### src/rtl/tt_um_example_pkg.sv
// Shared types and constants for the E-stop safety relay.
// State encoding, default timing and output bit positions.
package tt_um_example_pkg;

  typedef enum logic [1:0] {
    ST_STARTUP   = 2'd0,
    ST_LATCHED   = 2'd1,
    ST_RUN       = 2'd2,
    ST_WDG_FAULT = 2'd3
  } state_e;

  localparam int DEF_DEBOUNCE_CYCLES    = 64;
  localparam int DEF_STARTUP_CYCLES     = 50;
  localparam int DEF_WDG_TIMEOUT_CYCLES = 50_000;

  localparam int UI_ESTOP_A = 0;
  localparam int UI_ESTOP_B = 1;
  localparam int UI_ACK_N   = 2;
  localparam int UI_KICK    = 3;

  localparam int UO_SHUTDOWN = 0;
  localparam int UO_LED      = 1;

endpackage

### src/rtl/estop_debounce.sv
// One E-stop channel: 2-flop synchroniser plus stable-count filter.
// Output follows the input only after CYCLES consecutive differing samples.
module estop_debounce #(
  parameter int CYCLES = 64
) (
  input  logic clk,
  input  logic rst_n,
  input  logic raw_n,
  output logic deb_n
);

  localparam int CW = $clog2(CYCLES + 1);

  logic          s1_q, s1_d;
  logic          s2_q, s2_d;
  logic          deb_q, deb_d;
  logic [CW-1:0] cnt_q, cnt_d;

  // Synchronise, then count consecutive samples that disagree with deb.
  always_comb begin
    s1_d  = raw_n;
    s2_d  = s1_q;
    deb_d = deb_q;
    cnt_d = cnt_q;
    if (s2_q == deb_q) begin
      cnt_d = '0;
    end else if (cnt_q == CW'(CYCLES - 1)) begin
      deb_d = s2_q;
      cnt_d = '0;
    end else begin
      cnt_d = cnt_q + CW'(1);
    end
  end

  // Reset is active-high; everything returns to the released level.
  always_ff @(posedge clk) begin
    if (rst_n) begin
      s1_q  <= 1'b1;
      s2_q  <= 1'b1;
      deb_q <= 1'b1;
      cnt_q <= '0;
    end else begin
      s1_q  <= s1_d;
      s2_q  <= s2_d;
      deb_q <= deb_d;
      cnt_q <= cnt_d;
    end
  end

  assign deb_n = deb_q;

endmodule

### src/rtl/tt_um_example.sv
// Dual-channel E-stop safety relay with ack latch and watchdog.
// Load is energised (shutdown_out = 0) only in RUN.
import tt_um_example_pkg::*;

module tt_um_example #(
  parameter int DEBOUNCE_CYCLES    = DEF_DEBOUNCE_CYCLES,
  parameter int STARTUP_CYCLES     = DEF_STARTUP_CYCLES,
  parameter int WDG_TIMEOUT_CYCLES = DEF_WDG_TIMEOUT_CYCLES
) (
  input  logic       clk,
  input  logic       rst_n,
  input  logic [7:0] ui_in,
  output logic [7:0] uo_out,
  input  logic [7:0] uio_in,
  output logic [7:0] uio_out,
  output logic [7:0] uio_oe,
  input  logic       ena
);

  localparam int SCW = $clog2(STARTUP_CYCLES + 1);
  localparam int WCW = $clog2(WDG_TIMEOUT_CYCLES + 1);

  logic deb_a, deb_b;

  logic ack_s1_q, ack_s1_d;
  logic ack_s2_q, ack_s2_d;
  logic ack_pv_q, ack_pv_d;
  logic kck_s1_q, kck_s1_d;
  logic kck_s2_q, kck_s2_d;
  logic kck_pv_q, kck_pv_d;

  state_e         state_q, state_d;
  logic [SCW-1:0] st_cnt_q, st_cnt_d;
  logic [WCW-1:0] wdg_cnt_q, wdg_cnt_d;
  logic           armed_q, armed_d;
  logic           kseen_q, kseen_d;
  logic           shut_q, shut_d;
  logic           led_q, led_d;

  logic pressed, ack_evt, kick_evt, wdg_exp;
  logic unused_ok;

  assign unused_ok = &{1'b0, ena, uio_in, ui_in[7:4]};

  estop_debounce #(.CYCLES(DEBOUNCE_CYCLES)) u_deb_a (
    .clk   (clk),
    .rst_n (rst_n),
    .raw_n (ui_in[UI_ESTOP_A]),
    .deb_n (deb_a)
  );

  estop_debounce #(.CYCLES(DEBOUNCE_CYCLES)) u_deb_b (
    .clk   (clk),
    .rst_n (rst_n),
    .raw_n (ui_in[UI_ESTOP_B]),
    .deb_n (deb_b)
  );

  // Synchronise ack and kick, keep one older sample for edge detect.
  always_comb begin
    ack_s1_d = ui_in[UI_ACK_N];
    ack_s2_d = ack_s1_q;
    ack_pv_d = ack_s2_q;
    kck_s1_d = ui_in[UI_KICK];
    kck_s2_d = kck_s1_q;
    kck_pv_d = kck_s2_q;
  end

  assign pressed  = ~deb_a | ~deb_b;
  assign ack_evt  = ack_pv_q & ~ack_s2_q;
  assign kick_evt = kck_s2_q & ~kck_pv_q;
  assign wdg_exp  = armed_q &&
                    (wdg_cnt_q == WCW'(WDG_TIMEOUT_CYCLES));

  // Main state machine; E-stop always has priority over watchdog.
  always_comb begin
    state_d  = state_q;
    st_cnt_d = st_cnt_q;
    unique case (state_q)
      ST_STARTUP: begin
        if (st_cnt_q == SCW'(STARTUP_CYCLES - 1)) begin
          state_d = ST_LATCHED;
        end else begin
          st_cnt_d = st_cnt_q + SCW'(1);
        end
      end
      ST_LATCHED: begin
        if (ack_evt && !pressed) state_d = ST_RUN;
      end
      ST_RUN: begin
        if (pressed)      state_d = ST_LATCHED;
        else if (wdg_exp) state_d = ST_WDG_FAULT;
      end
      ST_WDG_FAULT: begin
        if (pressed) begin
          state_d = ST_LATCHED;
        end else if (ack_evt && (kseen_q || kick_evt)) begin
          state_d = ST_RUN;
        end
      end
      default: state_d = ST_STARTUP;
    endcase
  end

  // Watchdog arms on first kick in RUN; saturating gap counter.
  always_comb begin
    armed_d   = armed_q;
    wdg_cnt_d = wdg_cnt_q;
    if (state_q != ST_RUN) begin
      armed_d   = 1'b0;
      wdg_cnt_d = '0;
    end else if (kick_evt) begin
      armed_d   = 1'b1;
      wdg_cnt_d = '0;
    end else if (armed_q && !wdg_exp) begin
      wdg_cnt_d = wdg_cnt_q + WCW'(1);
    end
  end

  // Remember a kick seen while in WDG_FAULT; cleared elsewhere.
  always_comb begin
    kseen_d = 1'b0;
    if (state_q == ST_WDG_FAULT) kseen_d = kseen_q | kick_evt;
  end

  // Registered output decode, one cycle behind the state.
  always_comb begin
    shut_d = (state_q != ST_RUN);
    led_d  = (state_q == ST_RUN);
  end

  // Active-high synchronous reset forces the safe state.
  always_ff @(posedge clk) begin
    if (rst_n) begin
      ack_s1_q  <= 1'b1;
      ack_s2_q  <= 1'b1;
      ack_pv_q  <= 1'b1;
      kck_s1_q  <= 1'b0;
      kck_s2_q  <= 1'b0;
      kck_pv_q  <= 1'b0;
      state_q   <= ST_STARTUP;
      st_cnt_q  <= '0;
      wdg_cnt_q <= '0;
      armed_q   <= 1'b0;
      kseen_q   <= 1'b0;
      shut_q    <= 1'b1;
      led_q     <= 1'b0;
    end else begin
      ack_s1_q  <= ack_s1_d;
      ack_s2_q  <= ack_s2_d;
      ack_pv_q  <= ack_pv_d;
      kck_s1_q  <= kck_s1_d;
      kck_s2_q  <= kck_s2_d;
      kck_pv_q  <= kck_pv_d;
      state_q   <= state_d;
      st_cnt_q  <= st_cnt_d;
      wdg_cnt_q <= wdg_cnt_d;
      armed_q   <= armed_d;
      kseen_q   <= kseen_d;
      shut_q    <= shut_d;
      led_q     <= led_d;
    end
  end

  // Drive the pad buses; everything unused is held low.
  always_comb begin
    uo_out              = '0;
    uo_out[UO_SHUTDOWN] = shut_q;
    uo_out[UO_LED]      = led_q;
  end

  assign uio_out = '0;
  assign uio_oe  = '0;

endmodule

### config.mk
export PLATFORM = sky130hd
export DESIGN_NAME = tt_um_example
export DESIGN_NICKNAME = d
export VERILOG_FILES = /design/src/rtl/tt_um_example_pkg.sv /design/src/rtl/estop_debounce.sv /design/src/rtl/tt_um_example.sv
export SDC_FILE = /design/constraint.sdc
export NUM_CORES = 1
export LEC_CHECK = 0
export ABC_AREA = 0
export CAP_MARGIN = 10
export CORE_ASPECT_RATIO = 0.9
export CORE_UTILIZATION = 54
export CTS_BUF_LIST = sky130_fd_sc_hd__clkbuf_8
export DETAILED_ROUTE_END_ITERATION = 7
export PLACE_DENSITY = 0.82
export SLEW_MARGIN = 20
export SYNTH_ARGS = -nofsm -noshare
export SYNTH_HDL_FRONTEND = slang
export SYNTH_SLANG_ARGS = --single-unit
### constraint.sdc
create_clock -name clk -period 2 [get_ports clk]
set_input_delay 0.6 -clock clk [delete_from_list [all_inputs] [get_ports clk]]
set_output_delay 0.6 -clock clk [all_outputs]
set_load 0.03 [all_outputs]
==> results.json <==
{
  "rsz0062_at_grt": "false",
  "hold_ws_ns": 0.4212,
  "clkSlewWorstSetupHoldPaths_ns": 0.09,
  "die_w_um": 72.13,
  "synth_compound_area_frac": 0.06702,
  "synth.area.mux_share": 0.008377,
  "drt-met1-wl_um": 1740,
  "wl_met3_um": 111,
  "maxCapViolations": 0,
  "critical_path.startpoint": "led_q$_SDFF_PP0_",
  "yosysWarnings": 0,
  "hp-class": "reg2reg",
  "clock_latency_ns": 0.30,
  "dpl.hpwl_um": 2525,
  "yosysUniqueCellTypes": 41,
  "postPlaceCellArea_um2": 2430,
  "report.final.slew_viol_count": 0,
  "remaining_drc_errors": 0,
  "criticalPathCategory": "reg2out",
  "fmax_mhz": 532.8,
  "clock_skew_ns": 0.005362,
  "h-tree-depth": 2,
  "final_cells": 327,
  "avgRoutedWirePerCell_um": 10.60,
  "slowest_delay_ns": 0.66,
  "area_growth_pct": 5.864,
  "start_kind": "register",
  "yosysSeqAreaShare": 0.4524,
  "final_cell_area_um2": 2530,
  "post_route_cells_drive_above_1_share": 0.09738,
  "hold_viol_final": 0,
  "cp.arrival_ns": 1.28,
  "io_buffers": 7,
  "grt_max_degree": 26,
  "setup_ws_ns": 0.1232,
  "routed_via_density": 5.000,
  "postCtsSetupRepairBufs": 0,
  "ys_ff_latch": 54,
  "grt_usage": 0.1660,
  "ir_worst_vdd_mv": 0.4905,
  "top_layer_used": "met4",
  "slowest_stage": "clkdlybuf4s50_1",
  "worstPathRequired_ns": 1.40,
  "numCtsBuffers": 5,
  "crit_fanout": 1,
  "start_util": 0.5750,
  "synth_top_family_by_area": "simple AND/OR/NAND/NOR gates",
  "yosys.area_share.simple": 0.2466,
  "crit_buf_inv": 1,
  "dp_slack_ns": -0.03687,
  "clock_sinks": 54,
  "crit_chain": "clkdlybuf4s50_1",
  "drt-pass1-iter-count": 4,
  "vias": 1635,
  "critPathTopFamily": "buffers and inverters",
  "setup.worst_path.end_class": "primary output",
  "status": "complete, no violations",
  "drtIter0Drc": 107,
  "p_leak_nw": 0.9114,
  "totalWireLength_um": 3467,
  "finalSetupViolCount": 0,
  "place_inst": 319,
  "io_pins": 43,
  "nNetsFinal": 291,
  "r2r-start": "wdg_cnt_q[11]$_SDFFE_PP0P_",
  "fin_crit_sh": 0.9384,
  "dr_wl_met2_um": 1546,
  "avgSynthCellArea_um2": 9.263,
  "grt_pass1_wl_um": 6003,
  "synthCells": 258,
  "die_height_um": 65.11,
  "synth-async-reset-ratio": 0,
  "fillers": 357,
  "hold_start": "u_deb_a.s1_q$_SDFF_PP1_",
  "synth-main-ff-cell": "dfxtp_1",
  "antenna_found_initial": 0,
  "setup_tns_ns": 0,
  "coreArea_um2": 4156,
  "ctsHoldBuffers": 0,
  "num_rows": 22,
  "post-route-min-period_ns": 1.877,
  "cts.repair.resized": 0,
  "fp.dieArea_um2": 4696,
  "n_antenna_cell": 0,
  "clock_path_buffers": 2,
  "synth_adder_area_share": 0.03141,
  "root_buffer": "clkbuf_8",
  "gp_congestion": 0.7848,
  "syn-cell-area_um2": 2390,
  "powerDensity_nw_per_um2": 722.9,
  "synth_edf_count": 0,
  "synthXorXnorAreaFrac": 0.08429,
  "grt-ovfl-total": 0,
  "ant_nets": 0,
  "grt_pass1_vias": 1328,
  "cts_tree": "yes"
}
==> report_power, final <==
part	leakage [nW]	internal, mW	total, mW	switching (mW)
clock network	0.0514	0.285	0.630	0.345
registers	0.438	1.09	1.10	0.0106
logic	0.422	0.0254	0.0989	0.0736
total	0.911	1.40	1.83	0.429
==> flip-flops by register name (all words and copies together), names as in the netlist <==
register       count
u_deb_b.s1_q       1
u_deb_a.deb_n      1
u_deb_a.s1_q       1
armed_q            1
kck_s1_q           1
state_q            2
kseen_q            1
shut_q             1
ack_pv_d           1
ack_s1_q           1
u_deb_b.cnt_q      7
kck_pv_d           1
u_deb_a.cnt_q      7
st_cnt_q           6
kck_pv_q           1
led_q              1
ack_pv_q           1
u_deb_b.s2_q       1
u_deb_b.deb_n      1
u_deb_a.s2_q       1
wdg_cnt_q         16
==> path summary, 6_finish.rpt <==
check | endpoint | slack [ns] | cells past startpoint
worst max-delay path | uo_out[1] | 0.12 | 1
worst min-delay path | u_deb_a.s2_q$_SDFF_PP1_ | 0.42 | 1
worst max register to register | state_q[0]$_SDFFE_PP0P_ | 0.25 | 4
worst min register to register | u_deb_a.s2_q$_SDFF_PP1_ | 0.42 | 1
==> synth_stat cells (2+ instances only) <==
master | number | share of area
clkbuf_1 | 3 | 0.0047
or4b_4 | 2 | 0.012
and3_1 | 6 | 0.016
nand4b_1 | 2 | 0.0073
nand3_1 | 10 | 0.021
inv_1 | 10 | 0.016
dfxtp_1 | 54 | 0.45
and4_1 | 2 | 0.0073
buf_2 | 3 | 0.0063
mux2i_1 | 2 | 0.0084
nor2_1 | 34 | 0.053
nor2b_1 | 5 | 0.013
nand4_1 | 8 | 0.021
xor2_1 | 15 | 0.055
xnor2_1 | 8 | 0.029
nand2_1 | 10 | 0.016
nor4_1 | 2 | 0.0052
or2_2 | 7 | 0.018
nand3b_1 | 2 | 0.0063
and2_1 | 2 | 0.0052
a211oi_1 | 4 | 0.013
buf_4 | 26 | 0.082
or3_1 | 5 | 0.013
a21oi_1 | 6 | 0.013
o21ai_0 | 7 | 0.015
ha_1 | 6 | 0.031
nand2b_1 | 3 | 0.0079
==> placed cells by master (no fill, tap or decap), drive strengths merged, types with 7 or more instances in the layout <==
| cell | Yosys | final |
|---|---|---|
| nand4 | 8 | 8 |
| or2 | 8 | 8 |
| conb | 1 | 22 |
| nand2 | 10 | 10 |
| inv | 10 | 10 |
| xor2 | 15 | 15 |
| nand3 | 10 | 10 |
| o21ai | 8 | 8 |
| nor2 | 35 | 35 |
| dfxtp | 54 | 54 |
| clkdlybuf4s50 | 0 | 7 |
| xnor2 | 8 | 8 |
==> routing by layer <==
layer	up-vias	track usage
met2	31	0.2593
met1	767	0.2139
met4	0	0.07353
met5	-	0
li1	832	-
met3	5	0.04601
==> through the flow <==
step	power [mW]	utilization
after floorplan	1.240	-
after global placement	1.221	0.5846
after detailed placement	1.224	0.5846
after CTS	1.854	0.6087
after global routing	1.915	0.6087
final	1.829	0.6087
==> logic make-up after synthesis <==
kind of cell / Yosys count
buffers and inverters: 42
AO/OA/AOI/OAI: 23
other: 1
flip-flops: 54
XOR/XNOR: 23
AND/OR/NAND/NOR: 107
multiplexers: 2
adder cells (fa/ha/maj): 6
==> cell type report <==
class | count | area, µm² | share of cell area
multi-input combinational | 183 | 1129 | 0.4461
sequential | 54 | 1081 | 0.4273
timing repair buffer | 12 | 107.6 | 0.04253
clock buffer | 6 | 82.58 | 0.03264
tap | 60 | 75.07 | 0.02967
inverter | 10 | 37.54 | 0.01484
clock inverter | 2 | 17.52 | 0.006924
Note: power is estimated with default switching activity, not from simulation.
